[src/rtl/divider_pkg.sv]
// Shared types and helpers for the sequential restoring divider.
package divider_pkg;

    // Default divisor/quotient/remainder width; the dividend is twice this.
    localparam int DEFAULT_N = 4;

    // Sequencer states.
    typedef enum logic [1:0] {
        IDLE = 2'd0,
        ITER = 2'd1,
        DONE = 2'd2
    } state_t;

    // Counter width able to hold the iteration count 0..n.
    function automatic int cnt_width(input int n);
        return $clog2(n + 1);
    endfunction

endpackage

[src/rtl/div_trial_sub.sv]
// Combinational trial subtractor for one restoring-division step.
// The divider's counterpart to the multiplier's adder.
module div_trial_sub #(
    parameter int W = 5
) (
    input  logic [W-1:0] minuend,
    input  logic [W-1:0] subtrahend,
    output logic [W-1:0] diff,
    output logic         borrow
);

    // Widen by one bit so the borrow out of the W-bit difference is explicit.
    always_comb begin
        {borrow, diff} = {1'b0, minuend} - {1'b0, subtrahend};
    end

endmodule

[src/rtl/restoring_divider.sv]
// Sequential shift-subtract (restoring) unsigned divider:
// 2N-bit dividend / N-bit divisor -> N-bit quotient and N-bit remainder.
//
// Handshake: start is sampled only in IDLE or DONE; dividend and divisor are
// captured on that same edge. Divide-by-zero and quotient-overflow requests go
// straight to DONE on the start edge; all other requests spend N cycles in ITER
// (busy=1) and then reach DONE. ready=1 exactly while in DONE, and quotient,
// remainder, div_by_zero and overflow are valid and held while ready=1. A start
// accepted in DONE drops ready on that edge unless it is an error request, which
// stays in DONE with fresh results. start during ITER is ignored.
module restoring_divider
    import divider_pkg::*;
#(
    parameter int N = DEFAULT_N
) (
    input  logic           clock,
    input  logic           reset,
    input  logic           start,
    input  logic [2*N-1:0] dividend,
    input  logic [N-1:0]   divisor,
    output logic [N-1:0]   quotient,
    output logic [N-1:0]   remainder,
    output logic           busy,
    output logic           ready,
    output logic           div_by_zero,
    output logic           overflow,
    output state_t         state_dbg
);

    localparam int            CW   = cnt_width(N);
    localparam logic [CW-1:0] LAST = CW'(N - 1);

    state_t        state;
    state_t        next_state;

    // The partial remainder A is conceptually N+1 bits, but once a step has
    // restored or subtracted it is always below M, so only N bits are stored;
    // the extra bit reappears in the shifted value fed to the subtractor.
    logic [N-1:0]  a_reg;
    logic [N-1:0]  q_reg;
    logic [N-1:0]  m_reg;
    logic [CW-1:0] count;

    logic [N:0]    a_shift;
    logic [N:0]    trial;
    logic          trial_borrow;
    logic          trial_msb_unused;
    logic [N-1:0]  a_next;
    logic [N-1:0]  q_next;
    logic          start_zero;
    logic          start_ovf;
    logic          last_iter;

    assign a_shift    = {a_reg, q_reg[N-1]};
    assign start_zero = (divisor == '0);
    assign start_ovf  = (dividend[2*N-1:N] >= divisor);
    assign last_iter  = (count == LAST);

    div_trial_sub #(
        .W (N + 1)
    ) u_trial_sub (
        .minuend    (a_shift),
        .subtrahend ({1'b0, m_reg}),
        .diff       (trial),
        .borrow     (trial_borrow)
    );

    // A_shifted < 2M always, so a negative trial (MSB set) coincides with the
    // subtractor borrow; the borrow drives the restore decision and the trial
    // MSB is otherwise not needed.
    assign trial_msb_unused = trial[N];

    // One restoring step: keep the shifted A on borrow, else take the trial.
    always_comb begin
        a_next = a_shift[N-1:0];
        q_next = {q_reg[N-2:0], 1'b0};
        if (!trial_borrow) begin
            a_next = trial[N-1:0];
            q_next = {q_reg[N-2:0], 1'b1};
        end
    end

    // Sequencer state register.
    always_ff @(posedge clock) begin
        if (reset) begin
            state <= IDLE;
        end else begin
            state <= next_state;
        end
    end

    // Next-state logic: error requests finish at once, others iterate N times.
    always_comb begin
        next_state = state;
        case (state)
            IDLE, DONE: begin
                if (start) begin
                    next_state = (start_zero || start_ovf) ? DONE : ITER;
                end
            end
            ITER: begin
                if (last_iter) begin
                    next_state = DONE;
                end
            end
            default: next_state = IDLE;
        endcase
    end

    // Datapath: operand capture, iteration, and result/flag registers.
    always_ff @(posedge clock) begin
        if (reset) begin
            a_reg       <= '0;
            q_reg       <= '0;
            m_reg       <= '0;
            count       <= '0;
            quotient    <= '0;
            remainder   <= '0;
            div_by_zero <= 1'b0;
            overflow    <= 1'b0;
        end else begin
            case (state)
                IDLE, DONE: begin
                    if (start) begin
                        if (start_zero) begin
                            div_by_zero <= 1'b1;
                            overflow    <= 1'b0;
                            quotient    <= '1;
                            remainder   <= '0;
                        end else if (start_ovf) begin
                            div_by_zero <= 1'b0;
                            overflow    <= 1'b1;
                            quotient    <= '1;
                            remainder   <= '0;
                        end else begin
                            a_reg       <= dividend[2*N-1:N];
                            q_reg       <= dividend[N-1:0];
                            m_reg       <= divisor;
                            count       <= '0;
                            div_by_zero <= 1'b0;
                            overflow    <= 1'b0;
                        end
                    end
                end
                ITER: begin
                    a_reg <= a_next;
                    q_reg <= q_next;
                    count <= count + CW'(1);
                    if (last_iter) begin
                        quotient  <= q_next;
                        remainder <= a_next;
                    end
                end
                default: begin
                    count <= '0;
                end
            endcase
        end
    end

    assign busy      = (state == ITER);
    assign ready     = (state == DONE);
    assign state_dbg = state;

endmodule

[config.mk]
export PLATFORM = sky130hd
export DESIGN_NAME = restoring_divider
export DESIGN_NICKNAME = d
export VERILOG_FILES = /design/src/rtl/divider_pkg.sv /design/src/rtl/div_trial_sub.sv /design/src/rtl/restoring_divider.sv
export SDC_FILE = /design/constraint.sdc
export NUM_CORES = 1
export LEC_CHECK = 0
export ABC_AREA = 1
export CAP_MARGIN = 10
export CORE_ASPECT_RATIO = 1.2
export CORE_MARGIN = 3
export CORE_UTILIZATION = 35
export CTS_CLUSTER_SIZE = 40
export DETAILED_ROUTE_END_ITERATION = 6
export PLACE_DENSITY = 0.56
export SLEW_MARGIN = 0
export SYNTH_ARGS = -nofsm -noshare
export SYNTH_HDL_FRONTEND = slang
export SYNTH_SLANG_ARGS = --single-unit
[constraint.sdc]
create_clock -name clock -period 1.7 [get_ports clock]
set_input_delay 0.425 -clock clock [delete_from_list [all_inputs] [get_ports clock]]
set_output_delay 0.425 -clock clock [all_outputs]
set_load 0.01 [all_outputs]
==> results of run 1 <==
-- cells in the final DEF, fill, tap and decap left out, drive strengths merged --
master          n
dlygate4sd2    10
inv            38
o21ai          11
a21oi          23
nand4           4
nand3          11
and2            1
clkinvlp        1
buf            26
a31oi           1
o211ai          1
nor3            2
ha             10
fa              1
dfxtp          27
clkinv          1
nor2           35
nand2          58
clkdlybuf4s50  18
clkbuf          3
or2             3
-- where the power goes --
part,switching (W),total [W],internal [W]
clock network,0.000205,0.000372,0.000166
registers,0.0000448,0.000758,0.000713
logic,0.000461,0.000830,0.000369
-- final cells by class --
| class | instances | area (um^2) |
|---|---|---|
| multi-input cells | 161 | 982 |
| well taps | 56 | 70.1 |
| clock inverters | 1 | 7.51 |
| clock buffers | 3 | 41.3 |
| fillers | 455 | 2030 |
| flip-flops and latches | 27 | 547 |
| inverters | 39 | 151 |
| repair buffers | 54 | 464 |
-- synth_stat cells --
| master | n | area (um^2) |
|---|---|---|
| nand2_2 | 2 | 12.5 |
| inv_1 | 33 | 124 |
| buf_6 | 1 | 11.3 |
| nor3_1 | 2 | 10.0 |
| nand3_2 | 2 | 20.0 |
| inv_4 | 1 | 6.26 |
| buf_2 | 1 | 5.00 |
| or2_0 | 1 | 6.26 |
| clkinv_1 | 1 | 3.75 |
| or2_4 | 1 | 8.76 |
| and2_1 | 1 | 6.26 |
| a21oi_1 | 23 | 115 |
| a31oi_4 | 1 | 21.3 |
| nand3_1 | 9 | 45.0 |
| ha_1 | 10 | 125 |
| inv_2 | 4 | 15.0 |
| nor2_1 | 34 | 128 |
| nand2_4 | 1 | 11.3 |
| nor2_8 | 1 | 20.0 |
| fa_1 | 1 | 20.0 |
| dfxtp_1 | 27 | 541 |
| or2_2 | 1 | 6.26 |
| buf_4 | 1 | 7.51 |
| o211ai_1 | 1 | 7.51 |
| clkbuf_1 | 2 | 7.51 |
| o21ai_1 | 9 | 45.0 |
| nand4_1 | 4 | 25.0 |
| o21ai_0 | 2 | 10.0 |
| nand2_1 | 54 | 203 |
-- cells by family after synthesis --
group / after synthesis / share of synthesized area [%]
AND/OR/NAND/NOR: 113 / 32.0
buffers and inverters: 44 / 11.5
flip-flops: 27 / 34.5
adder cells (fa/ha/maj): 11 / 9.27
AO/OA/AOI/OAI: 36 / 12.7
-- metal layers --
layer  routed length (um)  vias to the layer above  share of wire [%]  track usage (%)
met4                   27                        0               0.71             5.07
li1                     -                      835                  -                -
met1                 1670                      690                 44             17.8
met5                    0                        -                  0                0
met3                  123                        2                3.2             2.40
met2                 1990                       24                 52             28.7
-- path summary, 6_finish.rpt --
path | slack [ns] | end | startpoint | depth (start not counted)
setup / recovery | 0.07 | state_dbg[0] | state_dbg[0] | 1
hold / removal | 0.45 | quotient[1] | quotient[1] | 2
setup reg to reg | 0.11 | a_reg[1] | q_reg[3] | 10
hold reg to reg | 0.45 | quotient[1] | quotient[1] | 2
-- per-stage QoR --
| stage | util (%) | worst slack, ns | hold WS (ns) |
|---|---|---|---|
| detailed placement | 47.9 | -0.569 | 0.437 |
| CTS | 51.8 | 0.0352 | 0.450 |
| global route | 52.7 | -0.00595 | 0.481 |
| finish | 52.7 | 0.0678 | 0.448 |
| floorplan | - | 0.00564 | 0.428 |
| global placement | 47.9 | -0.551 | 0.432 |
-- repair_timing --
item | in CTS | in global routing
resized for setup | 32 | 12
endpoints found under the setup margin | 30 | 9
buffers inserted | 2 | 0
endpoints found under the hold margin | 0 | 0
pin swaps | 7 | 0
cloned | 2 | 0
==> run summary, run 1 <==
POWER AND IR DROP
------------------------------------------------------------------------------------------
Final Total Pwr                                                                  0.00196 W
Cell Pwr Density                                                               866 mW/mm^2
Static power due to leakage                                                        1.04 nW
Worst voltage drop across the vdd grid                                            0.320 mV

CLOCK NETWORK
------------------------------------------------------------------------------------------
Htree depth                                                                              1
Clock edge transition at the registers on the reported setup and hold paths        0.10 ns
TritonCTS Buffers                                                                        3
# hold bufs at CTS                                                                       0
Maximum clock insertion buffer count                                                     2
Clock latency at the later pin of the worst-skew pair                              0.27 ns
TritonCTS clock tree                                                                 built
CTS root buffer                                                                   clkbuf_8
Clock sinks                                                                             27

SYNTH
------------------------------------------------------------------------------------------
Count of distinct cell types in the synthesized netlist                                 29
Count of state elements after synthesis                                                 27
Syn Inst Count                                                                         231
Nets in the synthesized netlist                                                        257
Register area share after synthesis                                                  34.5%
Number of warnings printed during yosys synthesis                                        0
Area of the mapped netlist                                                    0.00157 mm^2
Syn_area_per_cell                                                                6.78 um^2

PLACED DESIGN
------------------------------------------------------------------------------------------
Cell count after placement                                                             333
Routability cong.                                                                    0.797
Area after DPL                                                                0.00206 mm^2
Buffers added on ports                                                                  28
Sum of net half-perimeters after detailed placement                                2820 um

GLOBAL ROUTING
------------------------------------------------------------------------------------------
Overall global routing resource usage                                                15.6%
Overflow left after global routing                                                       0
First-pass GRT wire length                                                         6490 um
Number of antenna violations at the first check in global routing                        0
Vias in the first global route                                                        1512
Maximum number of pins on one net before global-route repair                            17

FINAL LAYOUT
------------------------------------------------------------------------------------------
Synthesis-to-finish area growth                                                      44.5%
Final cell area excluding filler cells                                        0.00226 mm^2
Layout Cells excl Fill                                                                 341
Fin nets                                                                               312
Number of antenna cells inserted                                                         0
Fraction of layout instances using a drive strength above 1                          23.9%

CRITICAL PATH
------------------------------------------------------------------------------------------
Top fanout value on the critical path                                                    5
Data arrival time at the worst-slack endpoint                                      1.21 ns
Critical Setup Path Class                                                          reg2out
Crit path capture type                                                          output pin
Crit-path cells                                                               clkdlybuf4s50_1
Worst path max stage delay                                                         0.54 ns
Cell at the slowest stage of the critical path                                clkdlybuf4s50_1
Required arrival time at the worst endpoint                                        1.27 ns
CP Launch Type                                                                        flop
Critical path buffers and inverters                                                      1
Cell type group with the largest total delay on the critical path             buffers and inverters

STA
------------------------------------------------------------------------------------------
Part of the cycle the worst path needs                                               96.0%
Post-route clock skew                                                            0.0113 ns
Number of pins exceeding their max-slew limit in the final report                        0
Relative slew slack                                                                  65.9%
Setup violation total in the final timing report                                         0
Max Fclk                                                                           613 MHz
Setup tns final                                                                       0 ns
Unrepaired setup endpoints after global routing                                        yes
Endpoints failing hold                                                                   0
Slew at the pin closest to its max-slew limit                                     0.511 ns
Min cycle time layout                                                              1.63 ns

FLOORPLANNING
------------------------------------------------------------------------------------------
Die Height                                                                         79.3 um
Die X                                                                              67.1 um
Core region area                                                              0.00429 mm^2
Top-Level Pins                                                                          29
Total die area                                                                0.00532 mm^2
Cell row count                                                                          26
Initial standard-cell utilization of the core                                        36.5%

RUN STATUS
------------------------------------------------------------------------------------------
Outcome                                                                       complete, no violations

DRT
------------------------------------------------------------------------------------------
1st-iter DRT viols                                                                      65
Number of vias after detailed routing                                                 1551
Antenna viol nets, final                                                                 0
Detailed-route wire length                                                         3810 um
Routed wirelength normalized by instance count                                     11.2 um
Residual DRC count                                                                       0
Number of vias per cell after detailed routing                                        4.55
Iteration count of the initial detailed-routing pass                                     4

MIN PATH
------------------------------------------------------------------------------------------
Hold Crit Class                                                                    reg2reg

JOB
------------------------------------------------------------------------------------------
Reported max-cap violation count                                                         0

No activity file was read; power rests on OpenSTA's default activity.
==> run 2: changes to the inputs <==
--- a/config.mk
+++ b/config.mk
@@ -9,10 +9,11 @@
 export CAP_MARGIN = 10
 export CORE_ASPECT_RATIO = 1.2
 export CORE_MARGIN = 3
-export CORE_UTILIZATION = 35
+export CORE_UTILIZATION = 43
 export CTS_CLUSTER_SIZE = 40
 export DETAILED_ROUTE_END_ITERATION = 6
-export PLACE_DENSITY = 0.56
+export PLACE_DENSITY = 0.67
+export RECOVER_POWER = 50
 export SLEW_MARGIN = 0
 export SYNTH_ARGS = -nofsm -noshare
 export SYNTH_HDL_FRONTEND = slang
==> run summary, run 2 (synthesized netlist as in run 1, its figures left out) <==
PLACED DESIGN
------------------------------------------------------------------------------------------
Buffers added on ports                                                                  28   unchanged
Sum of net half-perimeters after detailed placement                                2820 um   about the same
Routability cong.                                                                    0.907   +14%

GLOBAL ROUTING
------------------------------------------------------------------------------------------
Overall global routing resource usage                                                19.5%   +3.9 points
Met3 usage                                                                           2.49%   +0.087 points
Routing usage on met1                                                                23.2%   +5.5 points
Busiest metal layer after global routing                                              met2
Overflow left after global routing                                                       0   unchanged
Maximum number of pins on one net before global-route repair                            17   unchanged
Vias in the first global route                                                        1616   +6.9%
First-pass GRT wire length                                                         6630 um   +2.2%
Number of antenna violations at the first check in global routing                        0   unchanged
Met2 capacity usage during global routing                                            35.1%   +6.3 points

STA
------------------------------------------------------------------------------------------
Part of the cycle the worst path needs                                               96.9%   +0.92 points
Post-route clock skew                                                           0.00614 ns   -0.00515 ns
Setup violation total in the final timing report                                         0   unchanged
Min cycle time layout                                                              1.65 ns   +0.0157 ns
Endpoints failing hold                                                                   0   unchanged
Max Fclk                                                                           607 MHz   -0.95%
Relative slew slack                                                                  79.3%   +13 points
Setup tns final                                                                       0 ns   unchanged
Number of pins exceeding their max-slew limit in the final report                        0   unchanged
Slew at the pin closest to its max-slew limit                                     0.309 ns   -0.202 ns

FLOORPLANNING
------------------------------------------------------------------------------------------
Cell row count                                                                          23   -12%
Total die area                                                                0.00441 mm^2   -17%
Initial standard-cell utilization of the core                                        45.7%   +9.3 points
Die Height                                                                         72.1 um   -9.0%
Die X                                                                              61.1 um   -8.9%
Core region area                                                              0.00342 mm^2   -20%
Top-Level Pins                                                                          29   unchanged

RUN STATUS
------------------------------------------------------------------------------------------
Outcome                                                                       complete, no violations

CRITICAL PATH
------------------------------------------------------------------------------------------
Crit path capture type                                                          output pin
Critical path buffers and inverters                                                      1   unchanged
Crit-path cells                                                               clkdlybuf4s50_1
Required arrival time at the worst endpoint                                        1.27 ns   about the same
Data arrival time at the worst-slack endpoint                                      1.22 ns   about the same
Worst path max stage delay                                                         0.54 ns   about the same
Cell at the slowest stage of the critical path                                clkdlybuf4s50_1
Cell type group with the largest total delay on the critical path             buffers and inverters
CP Launch Type                                                                        flop
Critical Setup Path Class                                                          reg2out
Top fanout value on the critical path                                                    5   unchanged

POWER AND IR DROP
------------------------------------------------------------------------------------------
Gate power share                                                                     42.2%   -0.2 points
Sequential Power Share                                                               39.0%   +0.3 points
Cell Pwr Density                                                               868 mW/mm^2   +0.25%
Internal power consumption                                                       0.00126 W   +0.66%
Part of the power in the clock network                                               18.8%   -0.2 points
Worst voltage drop across the vdd grid                                            0.335 mV   +4.7%
Static power due to leakage                                                        1.05 nW   +1.4%
Switching share of power                                                             36.1%   -0.19 points
Switching component of the power                                                0.000710 W   -0.17%

FINAL LAYOUT
------------------------------------------------------------------------------------------
Fraction of layout instances using a drive strength above 1                          24.3%   +0.45 points
Synthesis-to-finish area growth                                                      44.6%
Post-layout utilization of the core                                                  66.2%   +13 points
Multi-input gate area                                                             986 um^2   +0.38%
Fin nets                                                                               315   +0.96%
Number of antenna cells inserted                                                         0   unchanged
FILL cells                                                                             294   -35%
Register area                                                                     547 um^2   unchanged
Most frequent standard cell in the layout excluding fill and tap cells             nand2_1
Most frequent cells in the layout                                             52 x nand2_1, 31 x nor2_1, 29 x inv_1

DRT
------------------------------------------------------------------------------------------
Number of vias after detailed routing                                                 1626   +4.8%
Routed wirelength normalized by instance count                                     12.2 um   +9.3%
Iteration count of the initial detailed-routing pass                                     5   +1
Number of vias per cell after detailed routing                                        5.00   +10%
Residual DRC count                                                                       0   unchanged
Antenna viol nets, final                                                                 0   unchanged
1st-iter DRT viols                                                                      64   -1.5%
Detailed-route wire length                                                         3970 um   +4.2%

CLOCK NETWORK
------------------------------------------------------------------------------------------
Clock latency at the later pin of the worst-skew pair                              0.27 ns   about the same
TritonCTS Buffers                                                                        3   unchanged
# hold bufs at CTS                                                                       0   unchanged
Maximum clock insertion buffer count                                                     2   unchanged
Clock sinks                                                                             27   unchanged
TritonCTS clock tree                                                                 built
Htree depth                                                                              1   unchanged
CTS root buffer                                                                   clkbuf_8
Clock edge transition at the registers on the reported setup and hold paths        0.10 ns   about the same

JOB
------------------------------------------------------------------------------------------
Reported max-cap violation count                                                         0   unchanged

MIN PATH
------------------------------------------------------------------------------------------
Hold Crit Class                                                                    reg2reg

[run 2: metrics by stage]
| step | area, um^2 | instances | power (W) | worst slack, ns | hold slack, ns |
|---|---|---|---|---|---|
| 6_report | 2270 | 325 | 0.00197 | 0.0521 | 0.446 |
| 3_5_place_dp | 2030 | 314 | 0.00149 | -0.527 | 0.434 |
| 2_1_floorplan | 1570 | 231 | 0.00122 | 0.00564 | 0.428 |
| 5_1_grt | 2270 | 325 | 0.00213 | -0.0121 | 0.467 |
| 3_3_place_gp | 2030 | 314 | 0.00148 | -0.494 | 0.431 |
| 4_1_cts | 2210 | 325 | 0.00191 | 0.0303 | 0.450 |
[run 2: worst paths after layout]
path | startpoint | endpoint | slack (ns) | cells after the start
setup reg to reg | q_reg[3] | a_reg[1] | 0.17 | 10
hold / removal | quotient[0] | quotient[0] | 0.45 | 2
setup / recovery | state_dbg[1] | state_dbg[1] | 0.05 | 1
hold reg to reg | quotient[0] | quotient[0] | 0.45 | 2
[run 2: layout make-up]
| class | instances | share of cell area [%] |
|---|---|---|
| Clock inverter | 1 | 0.331 |
| Sequential cell | 27 | 24.1 |
| Inverter | 39 | 6.57 |
| Tap cell | 37 | 2.04 |
| Clock buffer | 3 | 1.82 |
| Timing Repair Buffer | 57 | 21.6 |
| Multi-Input combinational cell | 161 | 43.5 |
[run 2: per-layer routing]
metal / vias to the layer above / share of wire [%]
li1: 847 / -
met1: 730 / 45
met2: 43 / 51
met3: 6 / 2.6
met4: 0 / 0.76
met5: - / 0
[run 2: power groups by stage]
stage	clock [W]	sequential, W	combinational (W)
finish	0.000370	0.000767	0.000830
global route	0.000415	0.000777	0.000935
CTS	0.000383	0.000764	0.000761
detailed placement	0	0.000776	0.000717
global placement	0	0.000776	0.000705
floorplan	0	0.000790	0.000431
[run 2: timing repair]
item / in CTS / in global routing
setup buffers: 6 / 0
cloned: 1 / 0
resized for setup: 26 / 15
setup endpoints to repair: 30 / 9
pin swaps: 7 / 3
==> run 3: changes to the inputs <==
--- a/config.mk
+++ b/config.mk
@@ -7,12 +7,14 @@
 export LEC_CHECK = 0
 export ABC_AREA = 1
 export CAP_MARGIN = 10
+export CELL_PAD_IN_SITES_DETAIL_PLACEMENT = 1
+export CELL_PAD_IN_SITES_GLOBAL_PLACEMENT = 2
 export CORE_ASPECT_RATIO = 1.2
 export CORE_MARGIN = 3
-export CORE_UTILIZATION = 43
+export CORE_UTILIZATION = 25
 export CTS_CLUSTER_SIZE = 40
 export DETAILED_ROUTE_END_ITERATION = 6
-export PLACE_DENSITY = 0.67
+export PLACE_DENSITY = 0.71
 export RECOVER_POWER = 50
 export SLEW_MARGIN = 0
 export SYNTH_ARGS = -nofsm -noshare
==> run summary, run 3 (synthesized netlist as in run 1, its figures left out) <==
FLOORPLANNING
------------------------------------------------------------------------------------------
Initial standard-cell utilization of the core                                        26.8%   -19 points
Cell row count                                                                          30   +30%
Total die area                                                                0.00726 mm^2   +65%
Core region area                                                              0.00586 mm^2   +71%
Top-Level Pins                                                                          29   unchanged
Die Height                                                                         92.7 um   +29%
Die X                                                                              78.3 um   +28%

STA
------------------------------------------------------------------------------------------
Slew at the pin closest to its max-slew limit                                     0.211 ns   -0.0979 ns
Setup violation total in the final timing report                                         0   unchanged
Setup tns final                                                                       0 ns   unchanged
Max Fclk                                                                           610 MHz   +0.57%
Relative slew slack                                                                  85.9%   +6.6 points
Endpoints failing hold                                                                   0   unchanged
Number of pins exceeding their max-slew limit in the final report                        0   unchanged
Post-route clock skew                                                           0.00500 ns   -0.00114 ns
Post-route setup slack                                                           0.0615 ns   +0.00936 ns
Min cycle time layout                                                              1.64 ns   -0.00936 ns
Part of the cycle the worst path needs                                               96.4%   -0.55 points
Unrepaired setup endpoints after global routing                                        yes

FINAL LAYOUT
------------------------------------------------------------------------------------------
Most frequent standard cell in the layout excluding fill and tap cells             nand2_1
FILL cells                                                                             771   +160%
Synthesis-to-finish area growth                                                      54.9%
Final cell area excluding filler cells                                        0.00243 mm^2   +7.1%
Fin nets                                                                               327   +3.8%
Number of antenna cells inserted                                                         0   unchanged
Layout Cells excl Fill                                                                 380   +17%
Most frequent cells in the layout                                             52 x nand2_1, 39 x buf_4, 30 x nor2_1
Fraction of layout instances using a drive strength above 1                          28.7%   +4.4 points

CRITICAL PATH
------------------------------------------------------------------------------------------
Required arrival time at the worst endpoint                                        1.27 ns   about the same
Worst path max stage delay                                                         0.55 ns   about the same
Critical R2R Capture                                                              a_reg[2]
Worst reg2reg setup slack                                                          0.08 ns   -0.09 ns
Top fanout value on the critical path                                                    5   unchanged
Critical Setup Path Class                                                          reg2out
Crit path capture type                                                          output pin
Data arrival time at the worst-slack endpoint                                      1.21 ns   about the same
Critical path buffers and inverters                                                      1   unchanged
Worst R2R Start                                                                   m_reg[3]
Crit-path cells                                                               clkdlybuf4s50_1
CP Launch Type                                                                        flop
Cell type group with the largest total delay on the critical path             buffers and inverters
Number of cells traversed by the worst register-to-register path                        11   +1
Cell at the slowest stage of the critical path                                clkdlybuf4s50_1

DRT
------------------------------------------------------------------------------------------
Number of vias per cell after detailed routing                                        4.36   -13%
Number of vias after detailed routing                                                 1658   +2.0%
1st-iter DRT viols                                                                      25   -61%
Iteration count of the initial detailed-routing pass                                     4   -1
Detailed-route wire length                                                         4480 um   +13%
Antenna viol nets, final                                                                 0   unchanged
Residual DRC count                                                                       0   unchanged
Routed wirelength normalized by instance count                                     11.8 um   -3.5%

CLOCK NETWORK
------------------------------------------------------------------------------------------
Clock latency at the later pin of the worst-skew pair                              0.28 ns   about the same
Htree depth                                                                              1   unchanged
CTS root buffer                                                                   clkbuf_8
Maximum clock insertion buffer count                                                     2   unchanged
# hold bufs at CTS                                                                       0   unchanged
TritonCTS clock tree                                                                 built
Clock sinks                                                                             27   unchanged
TritonCTS Buffers                                                                        3   unchanged
Clock edge transition at the registers on the reported setup and hold paths        0.10 ns   about the same

GLOBAL ROUTING
------------------------------------------------------------------------------------------
Overall global routing resource usage                                                13.4%   -6.1 points
Number of antenna violations at the first check in global routing                        0   unchanged
Maximum number of pins on one net before global-route repair                            17   unchanged
Overflow left after global routing                                                       0   unchanged
First-pass GRT wire length                                                         7910 um   +19%
Vias in the first global route                                                        1773   +9.7%

PLACED DESIGN
------------------------------------------------------------------------------------------
Routability cong.                                                                    0.781   -14%
Buffers added on ports                                                                  28   unchanged
Area after DPL                                                                0.00216 mm^2   +6.3%
Sum of net half-perimeters after detailed placement                                3470 um   +23%
Cell count after placement                                                             367   +17%
Place WS                                                                         -0.579 ns   -0.0525 ns

JOB
------------------------------------------------------------------------------------------
Reported max-cap violation count                                                         0   unchanged

MIN PATH
------------------------------------------------------------------------------------------
Worst hold start                                                               quotient[3]
Hold Crit Class                                                                    reg2reg
Min-Delay Endpoint                                                             quotient[3]
Worst Hold Depth                                                                         2   unchanged

POWER AND IR DROP
------------------------------------------------------------------------------------------
Worst voltage drop across the vdd grid                                            0.324 mV   -3.4%
Static power due to leakage                                                        1.11 nW   +5.4%
Cell Pwr Density                                                               856 mW/mm^2   -1.3%
Final Total Pwr                                                                  0.00208 W   +5.6%

RUN STATUS
------------------------------------------------------------------------------------------
Outcome                                                                       complete, no violations

==> run 3: worst max-delay path by stage <==
stage                      start           end  depth (start not counted)
CTS                 state_dbg[1]          busy                          3
detailed placement    divisor[3]      a_reg[1]                          9
global route            m_reg[3]  remainder[2]                         11
finish              state_dbg[0]  state_dbg[0]                          1
global placement      divisor[3]  remainder[2]                          9
floorplan            dividend[4]      a_reg[0]                         13
==> run 3: stage by stage <==
stage,hold WS (ns),utilization [%]
floorplan,0.428,-
CTS,0.456,39.5
global route,0.482,41.4
finish,0.450,41.4
detailed placement,0.439,36.9
global placement,0.432,36.9
==> run 3: cell type report <==
cell class | instances | area [um^2] | area share [%]
Clock inverter | 1 | 7.51 | 0.309
Multi-Input combinational cell | 161 | 995 | 41.0
Inverter | 39 | 149 | 6.14
Tap cell | 80 | 100 | 4.13
Sequential cell | 27 | 544 | 22.4
Clock buffer | 3 | 41.3 | 1.70
Timing Repair Buffer | 69 | 589 | 24.3
==> run 3: where the power goes <==
group          leakage (nW)  switching, W  internal (W)  total [W]
registers             0.223     0.0000495      0.000713   0.000763
clock network        0.0217      0.000216      0.000167   0.000383
logic                 0.865      0.000475      0.000458   0.000933
total                  1.11      0.000740       0.00134    0.00208
==> run 3: what timing repair did <==
action / 4_1_cts / 5_1_grt
pin swaps: 9 / 7
endpoints found under the setup margin: 30 / 11
setup buffers: 3 / 5
gates resized for setup: 27 / 17
gates cloned: 1 / 0
==> run 3: worst register-to-register path, cell delays in order, from the launching register on <==
cell	delay, ns
dfxtp_2	0.32
inv_1	0.06
ha_4	0.27
inv_1	0.05
nor2_2	0.16
nand3_2	0.13
nand3_4	0.12
buf_4	0.11
o211ai_1	0.07
nand2_1	0.11
nor2_1	0.05
nor2_1	0.10
==> run 3: routing by layer <==
layer	vias up	wire length, um	track usage (%)
met4	0	59	3.94
met2	22	2300	25.1
met1	767	2040	16.1
met5	-	0	0
met3	4	80	0.973
li1	865	-	-
==> variant, RTL diff (config.mk and constraints of run 2) <==
Set the package constant `DEFAULT_N` to 3 (it was 4).
--- a/src/rtl/divider_pkg.sv
+++ b/src/rtl/divider_pkg.sv
@@ -3,5 +3,5 @@
 
     // Default divisor/quotient/remainder width; the dividend is twice this.
-    localparam int DEFAULT_N = 4;
+    localparam int DEFAULT_N = 3;
 
     // Sequencer states.
Interface: changed (resized dividend, divisor, quotient and remainder); port bits go from 29 to 24. The function was not compared with the original's and may differ.
==> variant against run 2 <==
- total power down 27%
- synthesized area is 25% lower
- wire length is 29% lower
- register-to-register slack worse by 0.10 ns
- via count shrank 26%
- hold slack improved by 0.0065 ns
- sequential cell count decreased by 6
- final area down 25%
- largest cell class unchanged
- count of clock-buffer cells in the layout increased by 1
- highest routed layer unchanged
- setup slack improved by 0.0068 ns
==> variant: results (changes against run 2) <==
Global route
  • Antenna violations before repair: 0 (unchanged)
  • Number of global-route vias before repair: 1112 (-31%)
  • Global-route wire length before repair: 4.69 mm (-29%)
  • GRT Util Overall: 18.5% (-0.98 points)
  • Largest net degree at the start of global routing: 14 (-3)

Yosys
  • Net Count, Synth: 194 (-25%)
  • Synth warnings: 0 (unchanged)
  • Register area share after synthesis: 35.9% (+1.4 points)
  • Post-synth ARST share: 0% (unchanged)
  • Ranking of synthesized cells by area: dfxtp_1, nand2_1, inv_1
  • Most frequent cells after synthesis: nand2_1, inv_1, nor2_1
  • Main flop type after synthesis: dfxtp_1
  • Distinct cells, synth: 22 (-24%)
  • Post-synth EDFFs: 0 (unchanged)

Power and ir drop
  • Leakage: 0.840 nW (-20%)
  • VDD IR max: 623 µV (+86%)

Clock network
  • Clk_lat worst skew: 0.31 ns (+0.04 ns)
  • Htree depth: 1 (unchanged)
  • Clock tree buffer depth: 2 (unchanged)
  • CTS root buf: clkbuf_4
  • CTS clk-pin slew, worst paths: 0.12 ns (+0.02 ns)
  • CTS buffer count: 3 (unchanged)

Final layout
  • Layout cells sized above 1: 26.8% (+2.5 points)
  • Layout area overhead: 44.6% (about the same)
  • Antenna cells: 0 (unchanged)
  • Final net count: 240 (-24%)
  • Fillers: 233 (-21%)

Detailed routing
  • 1st-iter DRT viols: 45 (-30%)
  • Routed Antenna Nets: 0 (unchanged)
  • DR WL/cell: 11.1 µm (-9.4%)
  • Vias after detailed routing: 1199 (-26%)
  • First-pass DRT Iterations: 5 (unchanged)

Setup path
  • Top Family by Delay on Critical Path: buffers and inverters
  • Slowest stage delay, CP: 0.53 ns
  • CP Max Fanout: 4 (-1)
  • Slowest cell on crit path: clkdlybuf4s50_1
  • Arrival time at the worst endpoint: 1.22 ns (about the same)

Placed design
  • DP HPWL: 2.18 mm (-23%)
  • Area post-placement: 1570 µm² (-23%)
  • GPL Wtd Cong: 0.853 (-6.0%)
  • Port-buffer cells: 23 (-18%)

Outcome
  • Status: completed

STA
  • Pin slew with the least headroom to its limit: 0.373 ns (+0.0638 ns)
  • Clk_skew: 0.00529 ns (-0.000855 ns)

Min path
  • Hold Path Class: reg -> reg
-- variant: per-stage QoR --
step	TNS (ns)	hold slack [ns]	std cells	worst slack, ns
after floorplan	0	0.443	175	0.106
after global placement	-6.11	0.432	247	-0.370
after detailed placement	-7.05	0.441	247	-0.448
after CTS	0	0.459	253	0.0112
after global routing	-0.197	0.484	253	-0.0456
final	0	0.452	253	0.0589
-- variant: report_power, final --
part,switching [W],leakage [nW],internal [W]
clock,0.000157,0.0150,0.0000917
sequential,0.0000400,0.174,0.000554
combinational,0.000308,0.651,0.000283
total,0.000505,0.840,0.000928
-- variant: logic make-up after synthesis --
kind of cell / count (synthesis) / share of synthesized area [%]
AOI/OAI and AO/OA: 25 / 10.7
DFF: 21 / 35.9
adders and majority gates: 7 / 8.11
buffers and inverters: 34 / 11.3
and+or+nand+nor: 88 / 34.0
-- variant: what timing repair did --
action / in CTS / in global routing
buffers inserted: 2 / 1
pin swaps: 8 / 11
resized for setup: 27 / 14
endpoints found under the setup margin: 17 / 15
hold buffers: 0 / 0
-- variant: cell type report --
type	instances	share of cell area, %
multi-input combinational	120	41.0
sequential	21	25.2
timing repair buffer	44	23.0
inverter	31	6.86
tap	33	2.44
clock buffer	4	1.55
-- variant: path summary, 6_finish.rpt --
path / from / endpoint / slack [ns] / cells past startpoint
worst max-delay path: state_dbg[1] / state_dbg[1] / 0.06 / 1
worst min-delay path: quotient[1] / quotient[1] / 0.45 / 2
worst min register to register: quotient[1] / quotient[1] / 0.45 / 2
worst max register to register: q_reg[2] / remainder[0] / 0.07 / 12
-- variant: metal layers --
layer / GRT usage (%) / part of all wire [%] / vias up
met5: 0 / 0 / -
met4: 6.71 / 1.6 / 0
met3: 2.84 / 4.1 / 5
met2: 32.6 / 53 / 26
met1: 21.4 / 41 / 539
li1: - / - / 629
